**config.mk**
```make
export PLATFORM = sky130hd
export DESIGN_NAME = fb_rd_scheduler
export DESIGN_NICKNAME = d
export VERILOG_FILES = /design/src/rtl/disp_pkg.sv /design/src/rtl/fb_rd_scheduler.sv
export SDC_FILE = /design/constraint.sdc
export NUM_CORES = 1
export LEC_CHECK = 0
export ABC_AREA = 1
export BUFFER_PORTS_ARGS = -buffer_cell sky130_fd_sc_hd__buf_2
export CORE_ASPECT_RATIO = 0.9
export CORE_MARGIN = 1.5
export CORE_UTILIZATION = 55
export DETAILED_ROUTE_END_ITERATION = 10
export PLACE_DENSITY_LB_ADDON = 0.1
export REMOVE_ABC_BUFFERS = 1
export SETUP_SLACK_MARGIN = 0.02
export SKIP_LAST_GASP = 1
export SYNTH_ARGS = -nofsm -noshare
export SYNTH_HDL_FRONTEND = slang
export SYNTH_SLANG_ARGS = --single-unit
```
**constraint.sdc**
```tcl
create_clock -name clk -period 5.2 [get_ports clk]
set_clock_uncertainty 0.05 [all_clocks]
set_input_delay 1.04 -clock clk [delete_from_list [all_inputs] [get_ports clk]]
set_output_delay 1.04 -clock clk [all_outputs]
set_load 0.03 [all_outputs]
```
**src/rtl/disp_pkg.sv**
```systemverilog
// Shared display-path definitions: frame geometry, frame-buffer bank bases and the
// read-scheduler FSM encoding.
package disp_pkg;

    localparam int unsigned H_DISP           = 1280;
    localparam int unsigned V_DISP           = 720;
    localparam int unsigned FRAME_WORDS_DFLT = H_DISP * V_DISP;
    localparam int unsigned BURST_LEN_DFLT   = 256;
    localparam int unsigned FIFO_DEPTH_DFLT  = 1024;
    localparam int unsigned ADDR_W_DFLT      = 24;

    localparam logic [23:0] BANK0_BASE = 24'h000000;
    localparam logic [23:0] BANK1_BASE = 24'h100000;

    typedef enum logic [2:0] {
        IDLE,
        WAIT_SPACE,
        REQ,
        XFER,
        DONE
    } rd_state_e;

    function automatic int unsigned min_u(input int unsigned a, input int unsigned b);
        return (a < b) ? a : b;
    endfunction

endpackage

```
**src/rtl/fb_rd_scheduler.sv**
```systemverilog
// Frame-buffer read scheduler: picks the newest completed camera bank at display frame
// start, flushes the display FIFO and issues burst reads whenever a whole burst fits.
module fb_rd_scheduler
    import disp_pkg::*;
#(
    parameter int unsigned       FRAME_WORDS = FRAME_WORDS_DFLT,
    parameter int unsigned       BURST_LEN   = BURST_LEN_DFLT,
    parameter int unsigned       FIFO_DEPTH  = FIFO_DEPTH_DFLT,
    parameter int unsigned       ADDR_W      = ADDR_W_DFLT,
    parameter logic [ADDR_W-1:0] BANK_OFFSET = ADDR_W'(BANK1_BASE)
) (
    input  logic                          clk,
    input  logic                          rst,
    input  logic                          frame_start,
    input  logic                          wr_frame_done,
    input  logic                          wr_frame_bank,
    input  logic [$clog2(FIFO_DEPTH):0]   fifo_usedw,
    output logic                          rd_req,
    output logic [ADDR_W-1:0]             rd_addr,
    output logic [$clog2(BURST_LEN):0]    rd_len,
    input  logic                          rd_ack,
    input  logic                          rd_valid,
    output logic                          rd_bank,
    output logic                          fifo_clr,
    output logic                          frame_rd_done,
    output logic                          busy
);

    localparam int unsigned LEN_W = $clog2(BURST_LEN) + 1;
    localparam int unsigned CNT_W = $clog2(FRAME_WORDS + 1);

    rd_state_e         state_q, state_d;
    logic              last_bank_q, last_bank_d;
    logic              rd_bank_q, rd_bank_d;
    logic [CNT_W-1:0]  word_cnt_q, word_cnt_d;
    logic [LEN_W-1:0]  beat_cnt_q, beat_cnt_d;
    logic              restart_pend_q, restart_pend_d;
    logic [ADDR_W-1:0] rd_addr_q, rd_addr_d;
    logic [LEN_W-1:0]  rd_len_q, rd_len_d;
    logic              fifo_clr_q, fifo_clr_d;
    logic              frame_rd_done_q, frame_rd_done_d;
    logic              busy_q, busy_d;

    logic [CNT_W-1:0]  remain;
    logic [LEN_W-1:0]  len;
    logic              space_ok;
    logic [LEN_W-1:0]  beat_inc;
    logic [CNT_W-1:0]  word_sum;
    logic [ADDR_W-1:0] bank_base;
    logic              do_restart;

    // The last burst of a frame is shortened to what is left; a burst is only requested
    // once all of it fits in the FIFO, so the FIFO can never overflow.
    assign remain    = CNT_W'(FRAME_WORDS) - word_cnt_q;
    assign len       = LEN_W'(min_u(32'(remain), BURST_LEN));
    assign space_ok  = (32'(fifo_usedw) + 32'(len)) <= FIFO_DEPTH;
    assign beat_inc  = beat_cnt_q + LEN_W'(1);
    assign word_sum  = word_cnt_q + CNT_W'(rd_len_q);
    assign bank_base = rd_bank_q ? BANK_OFFSET : ADDR_W'(BANK0_BASE);

    // A completion reported in the same cycle as frame start is already visible here,
    // which gives the bypass onto rd_bank for free.
    assign last_bank_d = wr_frame_done ? wr_frame_bank : last_bank_q;

    always_comb begin
        // NOTE: every next-state value gets a default before the case so no path leaves
        // a variable unassigned, which would otherwise infer a latch.
        state_d         = state_q;
        rd_bank_d       = rd_bank_q;
        word_cnt_d      = word_cnt_q;
        beat_cnt_d      = beat_cnt_q;
        restart_pend_d  = restart_pend_q;
        rd_addr_d       = rd_addr_q;
        rd_len_d        = rd_len_q;
        busy_d          = busy_q;
        fifo_clr_d      = 1'b0;
        frame_rd_done_d = 1'b0;
        do_restart      = 1'b0;

        case (state_q)
            IDLE, DONE: do_restart = frame_start;
            WAIT_SPACE: begin
                if (frame_start) begin
                    do_restart = 1'b1;
                end else if (space_ok) begin
                    state_d   = REQ;
                    rd_addr_d = bank_base + ADDR_W'(word_cnt_q);
                    rd_len_d  = len;
                end
            end
            REQ: begin
                if (rd_ack) begin
                    state_d        = XFER;
                    beat_cnt_d     = '0;
                    restart_pend_d = frame_start;
                end else if (frame_start) begin
                    do_restart = 1'b1;
                end
            end
            XFER: begin
                if (frame_start) restart_pend_d = 1'b1;
                if (rd_valid) begin
                    beat_cnt_d = beat_inc;
                    if (beat_inc == rd_len_q) begin
                        word_cnt_d = word_sum;
                        if (restart_pend_q || frame_start) begin
                            do_restart = 1'b1;
                        end else if (word_sum == CNT_W'(FRAME_WORDS)) begin
                            frame_rd_done_d = 1'b1;
                            busy_d          = 1'b0;
                            state_d         = DONE;
                        end else begin
                            state_d = WAIT_SPACE;
                        end
                    end
                end
            end
            default: state_d = IDLE;
        endcase

        if (do_restart) begin
            state_d        = WAIT_SPACE;
            rd_bank_d      = last_bank_d;
            word_cnt_d     = '0;
            restart_pend_d = 1'b0;
            busy_d         = 1'b1;
            fifo_clr_d     = 1'b1;
        end
    end

    // NOTE: non-blocking assignments here so every register samples the pre-edge values.
    always_ff @(posedge clk or posedge rst) begin
        if (rst) begin
            state_q         <= IDLE;
            last_bank_q     <= 1'b0;
            rd_bank_q       <= 1'b0;
            word_cnt_q      <= '0;
            beat_cnt_q      <= '0;
            restart_pend_q  <= 1'b0;
            rd_addr_q       <= '0;
            rd_len_q        <= '0;
            fifo_clr_q      <= 1'b0;
            frame_rd_done_q <= 1'b0;
            busy_q          <= 1'b0;
        end else begin
            state_q         <= state_d;
            last_bank_q     <= last_bank_d;
            rd_bank_q       <= rd_bank_d;
            word_cnt_q      <= word_cnt_d;
            beat_cnt_q      <= beat_cnt_d;
            restart_pend_q  <= restart_pend_d;
            rd_addr_q       <= rd_addr_d;
            rd_len_q        <= rd_len_d;
            fifo_clr_q      <= fifo_clr_d;
            frame_rd_done_q <= frame_rd_done_d;
            busy_q          <= busy_d;
        end
    end

    assign rd_req        = (state_q == REQ);
    assign rd_addr       = rd_addr_q;
    assign rd_len        = rd_len_q;
    assign rd_bank       = rd_bank_q;
    assign fifo_clr      = fifo_clr_q;
    assign frame_rd_done = frame_rd_done_q;
    assign busy          = busy_q;

endmodule

```
After elaboration in Yosys (flattened, before gate mapping)
Index checks and enable logic that the tools add are counted.

Add/subtract/negate cells: 5. $lt $le $gt $ge: 2. Equality and inequality tests: 17. Mux-type cells: 41. Bitwise logic cells: 1. Reductions and logical operators: 15.

Operators with widths (count): 2-to-1 mux 20 bit (4); 2-to-1 mux 9 bit (3); 2-to-1 mux 3 bit (8); adder 21 x 20 -> 22 bit (1); 2-to-1 mux 1 bit (21); 2-to-1 mux 21 bit (1); adder 20 x 9 -> 20 bit (1); == test 20 bit, second input constant (1); < comparator 20 x 9 -> 1 bit, second input constant (1); subtractor 20 bit, first input constant (1); inequality test 3 bit, second input constant (6); one-hot mux 9 bit (2 select lines) (1); adder 11 x 9 -> 12 bit (1); <= comparator 12 x 11 -> 1 bit, second input constant (1); one-hot mux 3 bit (4 select lines) (1); AND reduction 3 bit (4); nonzero test 2 bit (5); adder 9 x 1 -> 9 bit, second input constant (1); == test 9 bit (1); AND reduction 7 bit (1); == test 3 x 2 -> 1 bit, second input constant (2); inequality test 2 bit, second input constant (3); AND reduction 5 bit (1); one-hot mux 1 bit (4 select lines) (1); other kinds (10) (10).

Register bits after elaboration: 71. Input port bits: 18. Logic and storage cells: 92.

Longest topological paths before layout
Gate-level depths: netlist of run 1.

Depth in word-level cells: 9. Mapped depth: 29.

Least setup slack after synthesis of run 1
No wires, ideal clock.

Kind: register -> register. Start: reg word_cnt_q[1]. End: reg rd_addr_q[11] (netlist: rd_addr[11]). Setup time: 0.130 ns. Arrival time: 3.516 ns. Required time: 5.020 ns. Setup slack: 1.504 ns. Stages on the path, launching flop included: 26. Period minus slack after synthesis: 3.696 ns. Path through: dfrtp_1 -> inv_1 -> ha_1 -> nand4_1 -> nor2_1 -> nand2_1 -> xor2_1 -> o21ai_0 -> nor2_1 -> nand3_1 -> a21oi_1 -> nand3_2 -> nor2_1 -> ha_1 -> fa_1 -> nor2_1 -> nand4_1 -> nor2_1 -> nand3_1 -> nor2_1 -> nand2_1 -> nand2_1 -> nand2_1 -> clkbuf_1 -> nand2_1 -> o21ai_0.

Longest elaborated chain between the ends: 6.

RTL lines: from (decl) (line fb_rd_scheduler.sv:35) `logic [CNT_W-1:0] word_cnt_q, word_cnt_d;`; from (signal assigned) (line fb_rd_scheduler.sv:149) `word_cnt_q <= word_cnt_d;`; subtractor 20 bit (*) (line fb_rd_scheduler.sv:54) `assign remain = CNT_W'(FRAME_WORDS) - word_cnt_q;`; < comparator 20 x 9 -> 1 bit (line disp_pkg.sv:24) `return (a < b) ? a : b;`; 2-to-1 mux 9 bit (*) (line disp_pkg.sv:24); net len[8] (line fb_rd_scheduler.sv:45) `logic [LEN_W-1:0] len;`; adder 11 x 9 -> 12 bit (*) (line fb_rd_scheduler.sv:56) `assign space_ok = (32'(fifo_usedw) + 32'(len)) <= FIFO_DEPTH;`; <= comparator 12 x 11 -> 1 bit (*) (line fb_rd_scheduler.sv:56); AND reduction 3 bit (no source line) (*); to (signal assigned) (line fb_rd_scheduler.sv:152) `rd_addr_q <= rd_addr_d;`; to (decl) (line fb_rd_scheduler.sv:38) `logic [ADDR_W-1:0] rd_addr_q, rd_addr_d;`.

Mark *: on every way through the listed nets, which the timed path passes. The rest lies on a longest branch. A chain may end at the register's enable or synchronous reset.

Worst setup path after layout of run 1
Start: reg word_cnt_q[1]. End: reg rd_addr_q[9] (netlist: rd_addr[9]).

Same word-level chain as after synthesis.

==> flow_summary.toml, run 1 <==
[outcome]
status = "completed"

[finish]
design.final.nets = 953
drive_gt1_share_pct = 13.2
area_growth_pct = 9.79
n_antenna_cell = 0
final_cell_count_no_fill = 1044

[drt]
vias_per_cell = 5.57
route.vias.total = 5812
drt-pass1-iter-count = 5
detail_route.wl_per_cell_um = 15.1
drtIter0Drc = 558
routed_wl_mm = 15.8
drc = 0
antenna_left = 0

[sta]
fin_crit_ns = 4.63
worst_slack_ns = 0.566
period_share_pct = 89.1
finalHoldViolCount = 0
tightest_slew_ns = 0.885
setup-tns-final_ns = 0
finalSetupViolCount = 0
timing.final.max_slew_violations = 0
max_freq_ghz = 0.216
rsz0062_at_grt = "no"
slew-limit-headroom_pct = 40.9

[critical_path]
crit_end = "rd_addr[9]"
cp_data_arrival_time_ns = 4.81
reg2reg_slack_ns = 0.57
crit_cells = 28
worst_path_most_repeated_cell = "nand2_1"
crit_fanout = 29
cp_top_family = "simple AND/OR/NAND/NOR gates"
required_ns = 5.37
critical_path.max_stage_delay_ns = 0.41
reg2reg_depth = 28
r2r_end = "rd_addr[9]"
cp-end-kind = "flop"
crit_type = "flop to flop"
crit_path_start_kind = "flop"
critPathLaunch = "word_cnt_q[1]"
cp_slowest_cell = "dfrtp_1"
reg2reg_from = "word_cnt_q[1]"
cp_num_buf_inv = 2

[synth]
ys_warn_count = 0
postSynth.asyncResetShare_pct = 100
ys_types = 42
synth_top_area_share_pct = 30.6
yosysMostFrequentCell = "nand2_1"
synth-edff-count = 0
syn_area_um2 = 5560
ys_seq_area_share_pct = 30.6
synth_top_cell_by_area = "dfrtp_1"
synth.top_cells.by_count = "nand2_1, inv_1, nor2_1"
ys.flop_type = "dfrtp_1"
avgSynthCellArea_um2 = 6.44
synth_cells = 863
synthTopCellsByArea = "dfrtp_1, nand2_1, nand3_1"
ys_ff_latch = 68

[clock_network]
cts_tree = "done"
clk_path_buf_depth = 2
cts-root-buf = "clkbuf_8"
h-tree-depth = 3
clock-sinks = 68
cts_buffers = 9
clk_pin_slew_worst_paths_ns = 0.09
insertion_delay_ns = 0.36

[run]
cap_viol_max_count = 0

[grt]
grt_max_degree = 44
grt_pass1_wl_mm = 25.8
grt-ovfl-total = 0
grt_pass1_vias = 5433
antenna_found_initial = 0
grt_usage_pct = 30.9

[power]
total_power_w = 0.00173
power.combinational.fraction_pct = 32.4
pwr_density_cell_nw_per_um2 = 284
power.internal_w = 0.00103
power.switching_w = 0.000696
switching_share_pct = 40.2
power.share.clock_pct = 28.9
pwr-share-seq_pct = 38.7
ir_worst_vdd_v = 0.000235
p_leak_nw = 3.21

[placed_design]
dp.cells = 1028
place_ws_ns = 0.612
dp_hpwl_mm = 12.3
io_buffers = 52
place.gp.congestion = 1.00

[die]
rows = 34
die_h_um = 98.4
pin_count = 56
dieWidth_um = 109
initial_core_util_pct = 57.1
dieArea_um2 = 10700
core-area_um2 = 9740

[min_path]
hold_path.class = "flop to flop"
==> what timing repair did <==
item / 4_1_cts / 5_1_grt
setup endpoints to repair: 0 / 16
hold buffers: 0 / 0
buffers inserted: 0 / 0
gates resized for setup: 0 / 2
==> area by class of cell <==
class                   instances  area [µm²]
inverters                     116         443
clock inverters                 7        98.8
multi-input cells             661        3280
repair buffers                 57         298
well taps                     126         158
flip-flops and latches         68        1700
clock buffers                   9         124
fillers                       968        3640
==> cell usage in the layout, fill, tap and decap left out, drive strengths merged, types with 20 or more instances in the layout <==
| cell | Yosys | routed |
|---|---|---|
| inv | 115 | 116 |
| nor2 | 95 | 95 |
| ha | 20 | 20 |
| nand4 | 25 | 25 |
| nand2 | 296 | 296 |
| buf | 16 | 57 |
| dfrtp | 68 | 68 |
| a21oi | 34 | 34 |
| o21ai | 45 | 45 |
| nand3 | 93 | 93 |
==> worst reg2reg max path, delay by kind of cell (launching register included) <==
family,cells,cell delay (ns)
DFF,1,0.41
xor gates and xnor gates,1,0.19
and+or+nand+nor,19,2.24
AOI/OAI and AO/OA,4,0.62
adders and majority gates,2,0.56
buffers and inverters,2,0.43
==> how the worst min path moves through the flow <==
stage	slack, ns	depth (start not counted)	end	start
after floorplan	0.42	1	last_bank_q	last_bank_q
after global placement	0.41	2	busy	busy
after detailed placement	0.41	2	busy	busy
after CTS	0.44	2	busy	busy
after global routing	0.45	2	busy	busy
final	0.43	2	busy	busy
==> through the flow <==
| stage | cell area, µm² | utilization (%) | hold slack, ns |
|---|---|---|---|
| after floorplan | 5420 | - | 0.422 |
| after global placement | 5870 | 60.3 | 0.411 |
| after detailed placement | 5870 | 60.3 | 0.414 |
| after CTS | 6100 | 62.6 | 0.435 |
| after global routing | 6100 | 62.6 | 0.452 |
| final | 6100 | 62.6 | 0.430 |
==> routing by layer <==
metal,share of wire (%),track usage [%]
met1,46,42.5
met2,45,49.3
met4,2.7,11.2
met5,0,0
met3,5.9,4.21
==> kinds of logic (layout without fill, tap and decap cells) <==
family,count (synthesis),after routing,share of synthesized area (%)
other,1,3,0.0675
AO/OA/AOI/OAI,90,90,9.23
XOR/XNOR,12,12,1.89
AND/OR/NAND/NOR,533,533,42.2
flip-flops,68,68,30.6
buffers and inverters,136,189,10.6
multiplexers,1,1,0.203
adder cells (fa/ha/maj),22,22,5.22
==> sequential cells by signal, indices dropped and copies added, names as in the netlist <==
register / flops
beat_cnt_q: 9
restart_pend_q: 1
rd_addr: 21
busy: 1
frame_rd_done: 1
rd_bank: 1
last_bank_q: 1
fifo_clr: 1
word_cnt_q: 20
rd_len: 9
state_q: 3
==> power by group through the flow <==
stage | logic [W] | registers, W | clock network (W)
5_1_grt | 0.000624 | 0.000679 | 0.000532
4_1_cts | 0.000558 | 0.000668 | 0.000509
6_report | 0.000560 | 0.000670 | 0.000501
2_1_floorplan | 0.000315 | 0.000754 | 0
3_3_place_gp | 0.000545 | 0.000675 | 0
3_5_place_dp | 0.000557 | 0.000678 | 0
Note: power is estimated with default switching activity, not from simulation.
==> run 2: changes to the inputs <==
- clock period: 5.2 -> 4.6 ns (I/O delays scaled with it)
==> flow_summary.toml, run 2 (same netlist as run 1, synthesis figures left out) <==
[outcome]
status = "completed"

[finish]
final_cell_area_um2 = 6220
final_util_pct = 63.8
largest_reg_flops = 21
design.final.nets = 964
regArea_um2 = 1700
drive_gt1_share_pct = 15.3
final_cell_count_no_fill = 1055
n_antenna_cell = 0
multiInputGateArea_um2 = 3320
fillCellCount = 956
mostFrequentLayoutCells = "nand2_1, inv_1, nand3_1, nor2_1, dfrtp_1"
layout_commonest_cell = "nand2_1"
area_growth_pct = 11.9

[drt]
met1_length_mm = 7.09
drc = 0
vias_per_cell = 5.68
route.vias.total = 5993
detail_route.wl_per_cell_um = 15.4
drt-pass1-iter-count = 5
routed_wl_mm = 16.2
drtIter0Drc = 632
met3_length_mm = 1.22
wl_met2_mm = 7.40
maxUsedRoutingLayer = "met4"
antenna_left = 0

[critical_path]
r2r_end = "rd_len[8]"
required_ns = 4.82
reg2reg_slack_ns = 0.29
reg2reg_depth = 26
critical_path.max_stage_delay_ns = 0.44
reg2reg_from = "word_cnt_q[1]"
cp_data_arrival_time_ns = 4.53
crit_fanout = 20
crit_path_start_kind = "flop"
crit_type = "flop to flop"
cp_slowest_cell = "fa_2"
cp-end-kind = "flop"

[clock_network]
cts-root-buf = "clkbuf_8"
clk_path_buf_depth = 2
clk_pin_slew_worst_paths_ns = 0.08
insertion_delay_ns = 0.35
postCtsHoldBufs = 0
clock-sinks = 68
cts_buffers = 9
cts_tree = "done"
h-tree-depth = 3

[grt]
grt_pass1_wl_mm = 26.5
grt_max_degree = 41
grt-ovfl-total = 0
antenna_found_initial = 0
grt_pass1_vias = 5568
grt_usage_pct = 31.7

[placed_design]
dp_hpwl_mm = 12.5
dp.cells = 1031
io_buffers = 52
postPlaceCellArea_um2 = 5900
place.gp.congestion = 1.02

[sta]
fin_crit_ns = 4.31
setup-tns-final_ns = 0
max_freq_ghz = 0.232
slew-limit-headroom_pct = 42.8
timing.final.max_slew_violations = 0
tightest_slew_ns = 0.856
finalSetupViolCount = 0
period_share_pct = 93.8
rsz0062_at_grt = "no"
finalHoldViolCount = 0

[power]
ir_worst_vdd_v = 0.000262
power.switching_w = 0.000783
p_leak_nw = 3.25
total_power_w = 0.00187
switching_share_pct = 41.9
power.share.clock_pct = 24.9
power.combinational.fraction_pct = 34.5
pwr-share-seq_pct = 40.6
power.internal_w = 0.00108
pwr_density_cell_nw_per_um2 = 300

[min_path]
holdPathEnd = "busy"
hold_depth = 2
worst_hold_startpoint = "busy"
hold_path.class = "flop to flop"

[die]
die_h_um = 98.4
rows = 34
core-area_um2 = 9740
pin_count = 56
dieWidth_um = 109
initial_core_util_pct = 57.1
dieArea_um2 = 10700

[run]
cap_viol_max_count = 0
[run 2: layer usage]
layer  track usage, %  up-vias
met5                0        -
met3             5.54       51
met4             12.8        0
met1             43.4     2769
li1                 -     2894
met2             49.3      279
[run 2: critical path: cells and delay by family, from the launching register on]
family          cells  cell delay (ns)
fa+ha+maj           3             0.88
buf+inv             3             0.38
compound gates      3             0.35
simple gates       16             1.98
flops               1             0.41
xor+xnor            1             0.17
[run 2: area by class of cell]
| cell class | instances | area share, % |
|---|---|---|
| Clock buffer | 11 | 2.27 |
| Inverter | 116 | 7.16 |
| Tap cell | 126 | 2.53 |
| Multi-Input combinational cell | 661 | 53.4 |
| Sequential cell | 68 | 27.4 |
| Timing Repair Buffer | 68 | 6.72 |
| Clock inverter | 5 | 0.583 |
[run 2: power by group through the flow]
stage / clock [W] / combinational [W] / sequential, W
6_report: 0.000465 / 0.000644 / 0.000757
4_1_cts: 0.000474 / 0.000631 / 0.000754
2_1_floorplan: 0 / 0.000356 / 0.000852
3_5_place_dp: 0 / 0.000628 / 0.000766
5_1_grt: 0.000495 / 0.000720 / 0.000766
3_3_place_gp: 0 / 0.000616 / 0.000763
[run 2: what timing repair did]
item,in CTS,in global routing
pin swaps,0,8
gates resized for setup,1,21
buffers inserted,0,7
gates cloned,0,1
setup endpoints to repair,1,33
[run 2: per-stage QoR]
| step | setup slack [ns] | hold WS, ns |
|---|---|---|
| 6_report | 0.286 | 0.437 |
| 5_1_grt | 0.0285 | 0.467 |
| 4_1_cts | 0.0864 | 0.443 |
| 3_5_place_dp | 0.0590 | 0.418 |
| 3_3_place_gp | 0.243 | 0.416 |
| 2_1_floorplan | 0.342 | 0.422 |
[run 2: worst max path at each step]
stage	startpoint	to
2_1_floorplan	word_cnt_q[1]	rd_len[8]
3_3_place_gp	word_cnt_q[1]	rd_len[8]
3_5_place_dp	word_cnt_q[1]	rd_len[8]
4_1_cts	word_cnt_q[1]	rd_len[8]
5_1_grt	word_cnt_q[1]	rd_len[8]
6_report	word_cnt_q[1]	rd_len[8]
